`config.mk`:
```
export PLATFORM = sky130hd
export DESIGN_NAME = wb_port_arbiter
export DESIGN_NICKNAME = d
export VERILOG_FILES = /design/src/rtl/wb_arb_pkg.sv /design/src/rtl/wb_arb_fifo.sv /design/src/rtl/wb_port_arbiter.sv
export SDC_FILE = /design/constraint.sdc
export NUM_CORES = 1
export LEC_CHECK = 0
export CAP_MARGIN = 10
export CORE_ASPECT_RATIO = 0.8
export CORE_MARGIN = 2
export CORE_UTILIZATION = 27
export CTS_CLUSTER_DIAMETER = 120
export DETAILED_ROUTE_END_ITERATION = 12
export PLACE_DENSITY = 0.54
export SKIP_CTS_REPAIR_TIMING = 1
export SLEW_MARGIN = 20
export SYNTH_ARGS = -nofsm -noshare
export SYNTH_HDL_FRONTEND = slang
export SYNTH_SLANG_ARGS = --single-unit
```
`constraint.sdc`:
```
create_clock -name clk -period 5.2 [get_ports clk]
set_clock_uncertainty 0.1 [all_clocks]
set_input_delay 0.78 -clock clk [delete_from_list [all_inputs] [get_ports clk]]
set_output_delay 0.78 -clock clk [all_outputs]
set_load 0.01 [all_outputs]
```
`src/rtl/wb_arb_pkg.sv`:
```
// Shared types and constants for the register-file write-back port arbiter.
package wb_arb_pkg;

    localparam int XLEN   = 64;
    localparam int REG_AW = 5;
    localparam int NREG   = 32;

    // One queued MDU result; live drops when a newer pipe write to the same rd wins.
    typedef struct packed {
        logic              live;
        logic [REG_AW-1:0] rd;
        logic [XLEN-1:0]   data;
    } wb_entry_t;

    // Source that owns the write port in the current cycle.
    typedef enum logic [1:0] {
        GNT_NONE   = 2'd0,
        GNT_HEAD   = 2'd1,
        GNT_PIPE   = 2'd2,
        GNT_BYPASS = 2'd3
    } wb_grant_e;

    function automatic logic [NREG-1:0] rd_onehot(input logic [REG_AW-1:0] rd);
        logic [NREG-1:0] oh;
        oh     = '0;
        oh[rd] = 1'b1;
        return oh;
    endfunction

endpackage

```
`src/rtl/wb_arb_fifo.sv`:
```
// Circular FIFO of MDU results with per-entry live bits. Entries overtaken by a
// pipe write to the same register are squashed in place and auto-popped once
// they reach the head, so they never consume a write-port cycle.
module wb_arb_fifo
    import wb_arb_pkg::*;
#(
    parameter int DEPTH = 2
) (
    input  logic              clk,
    input  logic              rst_n,
    input  logic              push,
    input  logic [REG_AW-1:0] push_rd,
    input  logic [XLEN-1:0]   push_data,
    input  logic              pop,
    input  logic              squash,
    input  logic [REG_AW-1:0] squash_rd,
    output logic              head_live,
    output logic [REG_AW-1:0] head_rd,
    output logic [XLEN-1:0]   head_data,
    output logic              empty,
    output logic              full,
    output logic [NREG-1:0]   pend_mask
);

    localparam int PTR_W = $clog2(DEPTH);
    localparam int CNT_W = PTR_W + 1;

    logic [PTR_W-1:0]  rd_ptr;
    logic [PTR_W-1:0]  wr_ptr;
    logic [CNT_W-1:0]  count;
    logic [DEPTH-1:0]  live;
    logic [DEPTH-1:0]  live_nxt;
    logic [REG_AW-1:0] rd_mem   [DEPTH];
    logic [XLEN-1:0]   data_mem [DEPTH];
    logic              do_push;
    logic              do_pop;

    // Slots outside the occupied range always hold live=0, so live[rd_ptr] alone
    // tells whether a writable head exists.
    assign empty     = (count == '0);
    assign full      = (count == CNT_W'(DEPTH));
    assign head_live = live[rd_ptr];
    assign head_rd   = rd_mem[rd_ptr];
    assign head_data = data_mem[rd_ptr];
    assign do_push   = push & ~full;
    assign do_pop    = (~empty & ~live[rd_ptr]) | (pop & live[rd_ptr]);

    // Next live bits: squash before enqueue so a same-cycle arrival survives.
    always_comb begin
        live_nxt = live;
        for (int i = 0; i < DEPTH; i++) begin
            if (squash && live[i] && (rd_mem[i] == squash_rd)) begin
                live_nxt[i] = 1'b0;
            end
        end
        if (do_pop) begin
            live_nxt[rd_ptr] = 1'b0;
        end
        if (do_push) begin
            live_nxt[wr_ptr] = 1'b1;
        end
    end

    // Pointer, occupancy and live-bit state; cleared asynchronously on reset.
    always_ff @(posedge clk or negedge rst_n) begin
        if (!rst_n) begin
            rd_ptr <= '0;
            wr_ptr <= '0;
            count  <= '0;
            live   <= '0;
        end else begin
            live <= live_nxt;
            if (do_pop) begin
                rd_ptr <= rd_ptr + PTR_W'(1);
            end
            if (do_push) begin
                wr_ptr <= wr_ptr + PTR_W'(1);
            end
            case ({do_push, do_pop})
                2'b10:   count <= count + CNT_W'(1);
                2'b01:   count <= count - CNT_W'(1);
                default: count <= count;
            endcase
        end
    end

    // Payload storage; only meaningful where the matching live bit is set.
    always_ff @(posedge clk) begin
        if (do_push) begin
            rd_mem[wr_ptr]   <= push_rd;
            data_mem[wr_ptr] <= push_data;
        end
    end

    // Registers still owed a write by a queued result.
    always_comb begin
        pend_mask = '0;
        for (int i = 0; i < DEPTH; i++) begin
            if (live[i]) begin
                pend_mask = pend_mask | rd_onehot(rd_mem[i]);
            end
        end
        pend_mask[0] = 1'b0;
    end

endmodule

```
`src/rtl/wb_port_arbiter.sv`:
```
// Shares the single integer register-file write port between the in-order W
// stage and the MDU. The pipe normally wins; MDU results wait in a small FIFO
// and a head denied MAX_WAIT cycles steals the port for one cycle via stall.
module wb_port_arbiter
    import wb_arb_pkg::*;
#(
    parameter int DEPTH    = 2,
    parameter int MAX_WAIT = 4
) (
    input  logic              clk,
    input  logic              rst_n,
    input  logic              pipe_i_valid,
    input  logic              pipe_i_reg_wen,
    input  logic [REG_AW-1:0] pipe_i_rd,
    input  logic [XLEN-1:0]   pipe_i_data,
    output logic              arb_o_pipe_stall,
    input  logic              mdu_i_valid,
    input  logic [REG_AW-1:0] mdu_i_rd,
    input  logic [XLEN-1:0]   mdu_i_data,
    output logic              mdu_o_ready,
    output logic              arb_o_reg_wen,
    output logic [REG_AW-1:0] arb_o_rd,
    output logic [XLEN-1:0]   arb_o_data,
    output logic [NREG-1:0]   arb_o_pend_mask
);

    localparam int             WC_W     = $clog2(MAX_WAIT + 1);
    localparam logic [WC_W-1:0] WAIT_MAX = WC_W'(MAX_WAIT);

    logic              pipe_req;
    logic              mdu_live;
    logic              wait_hit;
    logic [WC_W-1:0]   wait_cnt;
    wb_grant_e         grant;
    logic              fifo_head_live;
    logic [REG_AW-1:0] fifo_head_rd;
    logic [XLEN-1:0]   fifo_head_data;
    logic              fifo_empty;
    logic              fifo_full;

    // rst_n gating keeps the port quiet while reset is held, before any edge.
    assign pipe_req    = rst_n & pipe_i_valid & pipe_i_reg_wen & (pipe_i_rd != '0);
    assign mdu_o_ready = rst_n & ~fifo_full;
    assign mdu_live    = mdu_i_valid & mdu_o_ready & (mdu_i_rd != '0);
    assign wait_hit    = (wait_cnt == WAIT_MAX);

    wb_arb_fifo #(
        .DEPTH (DEPTH)
    ) u_fifo (
        .clk       (clk),
        .rst_n     (rst_n),
        .push      (mdu_live & (grant != GNT_BYPASS)),
        .push_rd   (mdu_i_rd),
        .push_data (mdu_i_data),
        .pop       (grant == GNT_HEAD),
        .squash    (grant == GNT_PIPE),
        .squash_rd (pipe_i_rd),
        .head_live (fifo_head_live),
        .head_rd   (fifo_head_rd),
        .head_data (fifo_head_data),
        .empty     (fifo_empty),
        .full      (fifo_full),
        .pend_mask (arb_o_pend_mask)
    );

    // Port owner: starved or uncontested head, then pipe, then empty-FIFO bypass.
    always_comb begin
        grant = GNT_NONE;
        if (fifo_head_live && (!pipe_req || wait_hit)) begin
            grant = GNT_HEAD;
        end else if (pipe_req) begin
            grant = GNT_PIPE;
        end else if (fifo_empty && mdu_live) begin
            grant = GNT_BYPASS;
        end
    end

    // Write-port mux; address and data read zero when nobody writes.
    always_comb begin
        arb_o_reg_wen = 1'b0;
        arb_o_rd      = '0;
        arb_o_data    = '0;
        case (grant)
            GNT_HEAD: begin
                arb_o_reg_wen = 1'b1;
                arb_o_rd      = fifo_head_rd;
                arb_o_data    = fifo_head_data;
            end
            GNT_PIPE: begin
                arb_o_reg_wen = 1'b1;
                arb_o_rd      = pipe_i_rd;
                arb_o_data    = pipe_i_data;
            end
            GNT_BYPASS: begin
                arb_o_reg_wen = 1'b1;
                arb_o_rd      = mdu_i_rd;
                arb_o_data    = mdu_i_data;
            end
            default: ;
        endcase
    end

    assign arb_o_pipe_stall = (grant == GNT_HEAD) & pipe_req;

    // Starvation counter for the live head; saturates so the stall lasts one grant.
    always_ff @(posedge clk or negedge rst_n) begin
        if (!rst_n) begin
            wait_cnt <= '0;
        end else if (!fifo_head_live || (grant == GNT_HEAD)) begin
            wait_cnt <= '0;
        end else if (!wait_hit) begin
            wait_cnt <= wait_cnt + WC_W'(1);
        end
    end

endmodule

```
# Yosys cells after proc, flatten, opt, wreduce, memory -nomap -nowiden
# Memory sizes are Yosys's and may differ from the RTL's.
# Cells that the tools add are included.
[classes]
n_addsub = 5
n_mul = 0
div = 0
magnitude_cmp = 8
n_eq_ne = 11
shift = 0
mux = 27
bitwise = 19
n_reduce_logical = 19
[op_table]
columns = ["cell", "count"]
rows = [
  ["64-bit one-hot mux with 3 select lines", 1],
  ["32-bit two-way mux", 2],
  ["32-bit OR", 1],
  ["5-bit one-hot mux with 3 select lines", 1],
  ["5-bit by 6-bit < comparator with 1-bit output, second input constant", 2],
  ["1-bit AND", 11],
  ["1-bit two-way mux", 11],
  ["1-bit demux with 5-bit select", 2],
  ["5-bit == test", 2],
  ["5-bit by 1-bit greater-or-equal comparator with 1-bit output, second input constant", 2],
  ["1-bit logical AND", 10],
  ["2-bit two-way mux", 5],
  ["5-bit nonzero test", 2],
  ["2-bit == test, second input constant", 4],
  ["3-bit two-way mux", 2],
  ["2-bit by 1-bit == test with 1-bit output, second input constant", 2],
  ["1-bit by 2-bit < comparator with 1-bit output, second input constant", 2],
  ["2-bit one-hot mux with 2 select lines", 1],
  ["3-bit by 1-bit adder with 3-bit output, second input constant", 1],
  ["3-bit == test, second input constant", 1],
  ["1-bit inverter", 3],
  ["3-bit OR reduction", 1],
  ["1-bit adder, second input constant", 2],
  ["2-bit by 1-bit adder with 2-bit output, second input constant", 1],
  ["other kinds (13)", 17],
]
[word_totals]
reg_bits = 9
latchBits = 0
mem_bits_rw = 138
rom_bits = 0
in_bits = 143
word_cells = 96
n_memories = 2
[mem_list]
columns = ["name", "words", "word_bits", "read_ports", "rd_ports_with_merged_regs", "write_ports", "line", "rtl"]
rows = [
  ["u_fifo.data_mem", 2, 64, 1, 0, 1, "wb_arb_fifo.sv:34", "logic [XLEN-1:0] data_mem [DEPTH];"],
  ["u_fifo.rd_mem", 2, 5, 3, 0, 1, "wb_arb_fifo.sv:33", "logic [REG_AW-1:0] rd_mem [DEPTH];"],
]

# Logic depth before layout (Yosys ltp)
[logic_depth]
ltp_word = 17
ltp_mapped = 10
depth_no_buf = 9

# Modules after synthesis
# From an unflattened synthesis, not the netlist that was laid out.
[unflattened]
hier_cells = 523
hier_area_um2 = 7582.3
[by_module_without_submodules]
columns = ["module", "n_inst", "cells_each", "area_each_um2", "seq_area_each_um2"]
rows = [
  ["wb_arb_fifo", 1, 323, 5815.6, 4294.1],
  ["wb_port_arbiter", 1, 200, 1766.7, 75.1],
]

# Worst setup path before layout
# Ideal clock, no wire load.
[synth_timing]
path_kind = "input to register"
startpoint = "in pipe_i_reg_wen"
endpoint = "mem u_fifo.data_mem[0][0], enable pin"
setup_ns = 0.497
arrival_time_ns = 4.259
slack_ns = 0.344
stages = 6
n_path_buf = 1
cell_sequence = "and3_1 o21ai_1 buf_2 nand3_1 nand2_1 nor2_1"
[synth_between]
elab_chain_cells = 11
word_cells_on_any_way = 12
[synth_lines]
columns = ["item", "line", "rtl"]
rows = [
  ["start: declaration", "wb_port_arbiter.sv:13", "input logic pipe_i_reg_wen,"],
  ["1-bit AND * (2 in series)", "wb_port_arbiter.sv:42", "assign pipe_req = rst_n & pipe_i_valid & pipe_i_reg_wen & (pipe_i_rd != '0);"],
  ["1-bit zero test", "wb_port_arbiter.sv:69", "if (fifo_head_live && (!pipe_req || wait_hit)) begin"],
  ["1-bit logical OR", "wb_port_arbiter.sv:69", ""],
  ["1-bit logical AND", "wb_port_arbiter.sv:69", ""],
  ["2-bit two-way mux *", "wb_port_arbiter.sv:69", ""],
  ["2-bit inequality test *", "wb_port_arbiter.sv:52", ".push (mdu_live & (grant != GNT_BYPASS)),"],
  ["1-bit AND *", "wb_port_arbiter.sv:52", ""],
  ["1-bit AND *", "wb_arb_fifo.sv:45", "assign do_push = push & ~full;"],
  ["1-bit two-way mux *", "wb_arb_fifo.sv:89", "if (do_push) begin"],
  ["1-bit two-way mux (implied by the code) *", "wb_arb_fifo.sv:91", "data_mem[wr_ptr] <= push_data;"],
  ["end: declaration", "wb_arb_fifo.sv:34", ""],
]
# Mark *: on every way between the ends. The rest lies on a longest branch, timed or not.

# Final worst setup path
[layout_timing]
startpoint = "in pipe_i_rd[1]"
endpoint = "out arb_o_data[8]"
[layout_between]
elab_chain_cells = 8
word_cells_on_any_way = 11
[layout_lines]
columns = ["item", "line", "rtl"]
rows = [
  ["start: declaration", "wb_port_arbiter.sv:14", "input logic [REG_AW-1:0] pipe_i_rd,"],
  ["5-bit nonzero test *", "wb_port_arbiter.sv:42", ""],
  ["1-bit AND *", "wb_port_arbiter.sv:42", ""],
  ["1-bit zero test", "wb_port_arbiter.sv:69", ""],
  ["1-bit logical OR", "wb_port_arbiter.sv:69", ""],
  ["1-bit logical AND", "wb_port_arbiter.sv:69", ""],
  ["2-bit two-way mux *", "wb_port_arbiter.sv:69", ""],
  ["2-bit == test or 2-bit by 1-bit == test with 1-bit output (tied branches)", "wb_port_arbiter.sv:83", "case (grant)"],
  ["64-bit one-hot mux with 3 select lines *", "wb_port_arbiter.sv:83", ""],
  ["end: declaration", "wb_port_arbiter.sv:23", "output logic [XLEN-1:0] arb_o_data,"],
]
# Marks and branches as above.

==> metrics.csv <==
stage,metric,value,unit
worst_setup_path,cp_top_family,buffers and inverters,
worst_setup_path,r2r_start,u_fifo.rd_ptr$_DFFE_PN0P_,
final_layout,fillers,2386,
synth,syn-num-nets,660,
global_routing,grt_pass1_wl,30600,µm
placement,finalWeightedCongestion,0.816,
floorplan,start_util,27.5,%
synth,yosys.area.top_type,edfxtp_1,
power,p_per_area,442,mW/mm²
sta,setup_viol,0,
drt,post-route-drc-count,0,
synth,synth.distinct_cells,34,
sta,setup_tns,0,ps
floorplan,io_pins,247,
worst_setup_path,crit_slowest_cell,or4_1,
synth,synth_edf_count,138,
sta,final_max_slew_viol_count,0,
floorplan,die_area,0.0272,mm²
power,power,4590,µW
run,maxCapViolCount,0,
worst_setup_path,crit_arrival,3580,ps
synth,synthArstFlopShare,6.12,%
sta,whs,388,ps
synth,synth-main-ff-cell,edfxtp_1,
final_layout,n_antenna_cell,0,
global_routing,grt_pass1_vias,5639,
cts,cts_tree,built,
synth,synth.top_cell.area_share,59.4,%
worst_setup_path,path_class,input port to output pin,
worst_setup_path,r2r_end,u_fifo.count[1]$_DFFE_PN0P_,
synth,ys_top_cells_by_area,"edfxtp_1 (59%), mux2i_1 (10%), a221o_1 (9.9%)",
floorplan,die_w,184,µm
synth,synth_area,0.00698,mm²
drt,vias_per_cell,4.92,
worst_setup_path,cpMostUsedCell,clkdlybuf4s50_1,
final_layout,drive_gt1_share,7.11,%
sta,fin_crit_sh,85.7,%
synth,ys_seq_area_share,62.6,%
worst_setup_path,required,4320,ps
worst_setup_path,crit_end,arb_o_data[8],
global_routing,overflow,0,
sta,rsz0062_at_grt,false,
sta,worstMarginPinSlew,714,ps
cts,cts.clk_slew.worst_paths,60,ps
drt,wire_per_inst,18.2,µm
drt,firstDrtPassIters,5,
cts,cts-htree-levels,4,
run_status,status,completed,
floorplan,coreArea,0.0254,mm²
worst_setup_path,worstSetupStartpoint,pipe_i_rd[1],
floorplan,fp-row-count,52,
worst_setup_path,crit_chain,clkdlybuf4s50_1 > or4_1 > o21ai_1 > and4_4 > buf_4 > a221o_1 > clkdlybuf4s50_1,
worst_setup_path,crit_cells,7,
drt,dr_total_vias,5331,
global_routing,grt_max_degree,72,
global_routing,grt.total_usage,14.4,%
floorplan,dieHeight,148,µm
synth,ys_ff_latch,147,
sta,fmax,224,MHz
sta,hold_viol_final,0,
synth,syn_avg_cell_area,13.6,µm²
power,ir_drop,0.192,mV
drt,postRouteAntennaNets,0,
cts,clock_path_buffers,2,
synth,yosys_warnings,0,
synth,syn_inst,514,
cts,cts_buffers,17,
worst_setup_path,critPathLaunchType,input port,
final_layout,area.growth.synth_to_final,48.7,%
worst_setup_path,rr_worst_depth,8,
min_path,hold_path.class,flop to flop,
sta,max_slew_margin,52.4,%
final_layout,final_cell_area,0.0104,mm²
drt,wirelength,19700,µm
worst_setup_path,path_max_fanout,27,
final_layout,nets,892,
cts,root_buffer,clkbuf_16,
worst_setup_path,end_kind,output pin,
placement,place_hpwl,13800,µm
worst_setup_path,worst-r2r-setup-slack,2350,ps
cts,clock_latency,410,ps
global_routing,antenna_found_initial,0,
worst_setup_path,cpPeakStageDelay,550,ps
sta,fin_crit,4460,ps
placement,numPortBuffers,245,
power,cellLeakagePower,0.00361,µW
cts,cts_num_sinks,147,
placement,placed_area,0.00981,mm²
drt,drt_iter0_drc,315,
worst_setup_path,critPathBufInv,3,
## cell type report
cell class,instances,area [µm²],area share (%)
clock buffers,17,425,4.10
clock inverters,15,143,1.37
inverters,4,15.0,0.145
multi-input cells,320,2440,23.6
flip-flops and latches,147,4370,42.1
well taps,324,405,3.91
repair buffers,256,2570,24.8
## sequential cells by signal, indices dropped and copies added (netlist names)
| signal | count |
|---|---|
| u_fifo.count | 2 |
| u_fifo.data_mem | 128 |
| u_fifo.live | 2 |
| u_fifo.rd_mem | 10 |
| u_fifo.rd_ptr | 1 |
| u_fifo.wr_ptr | 1 |
| wait_cnt | 3 |
## synth_stat cells (3+ instances only)
| cell | instances |
|---|---|
| a221o_1 | 69 |
| nor2_1 | 78 |
| buf_6 | 3 |
| clkbuf_1 | 38 |
| nand2_1 | 5 |
| edfxtp_1 | 138 |
| o22ai_1 | 33 |
| ha_1 | 3 |
| dfrtp_1 | 9 |
| xnor2_1 | 8 |
| mux2i_1 | 71 |
| or3b_2 | 6 |
| inv_1 | 4 |
| nor3_1 | 3 |
| o21ai_0 | 3 |
| nand3_1 | 6 |
| xor2_1 | 7 |
| nand3b_1 | 10 |
## cell families (layout without fill, tap and decap cells)
logic type,count (synthesis),count (layout),share of synthesized area (%)
flip-flops,147,147,62.6
AO/OA/AOI/OAI,110,110,13.5
adder cells (fa/ha/maj),3,3,0.538
XOR/XNOR,15,15,1.88
buffers and inverters,47,292,2.92
AND/OR/NAND/NOR,119,119,8.14
other,1,1,0.0537
multiplexers,72,72,10.3
## where the power goes
part,switching [µW],internal [µW],leakage (µW)
Combinational,842,944,0.00197
Sequential,145,1480,0.00137
Clock,502,669,0.000273
Total,1490,3100,0.00361
## worst register-to-register path, stage by stage (launching register included)
cell and delay [ps]:
dfrtp_4 830, mux2_2 480, o21ai_4 80, buf_4 360
o21ai_0 260, ha_1 280, xnor2_1 130, nor2_1 120
xnor2_1 140
## worst min-delay path by stage
stage | depth (start not counted) | to | from | slack (ps)
6_report | 1 | wait_cnt[0]$_DFFE_PN0P_ | wait_cnt[0]$_DFFE_PN0P_ | 390
5_1_grt | 1 | wait_cnt[0]$_DFFE_PN0P_ | wait_cnt[0]$_DFFE_PN0P_ | 400
4_1_cts | 1 | wait_cnt[0]$_DFFE_PN0P_ | wait_cnt[0]$_DFFE_PN0P_ | 390
3_5_place_dp | 1 | wait_cnt[0]$_DFFE_PN0P_ | wait_cnt[0]$_DFFE_PN0P_ | 380
3_3_place_gp | 1 | wait_cnt[0]$_DFFE_PN0P_ | wait_cnt[0]$_DFFE_PN0P_ | 360
2_1_floorplan | 1 | wait_cnt[0]$_DFFE_PN0P_ | wait_cnt[0]$_DFFE_PN0P_ | 340
## routing by layer
layer,routed length [µm],global-route usage [%]
met4,219,3.72
met5,0,0
met2,9200,23.6
met3,1150,3.40
met1,9110,19.4
## metrics by stage
step                      std cells  worst slack, ps  util (%)
after CTS                      1083              715      40.9
after detailed placement       1051              723      38.7
final                          1083              742      40.9
after global placement         1051              743      38.7
after global routing           1083              576      40.9
after floorplan                 514              344         -
## placed cells by master, fill, tap and decap left out, types with 7 or more instances in the layout
cell type / count
clkbuf_16: 17
a221o_1: 69
buf_4: 8
xor2_1: 7
mux2i_1: 71
o22ai_1: 33
clkdlybuf4s50_1: 245
nand3b_1: 10
dfrtp_1: 8
edfxtp_1: 138
xnor2_1: 8
nor2_1: 76
(Power assumes the default switching activity.)
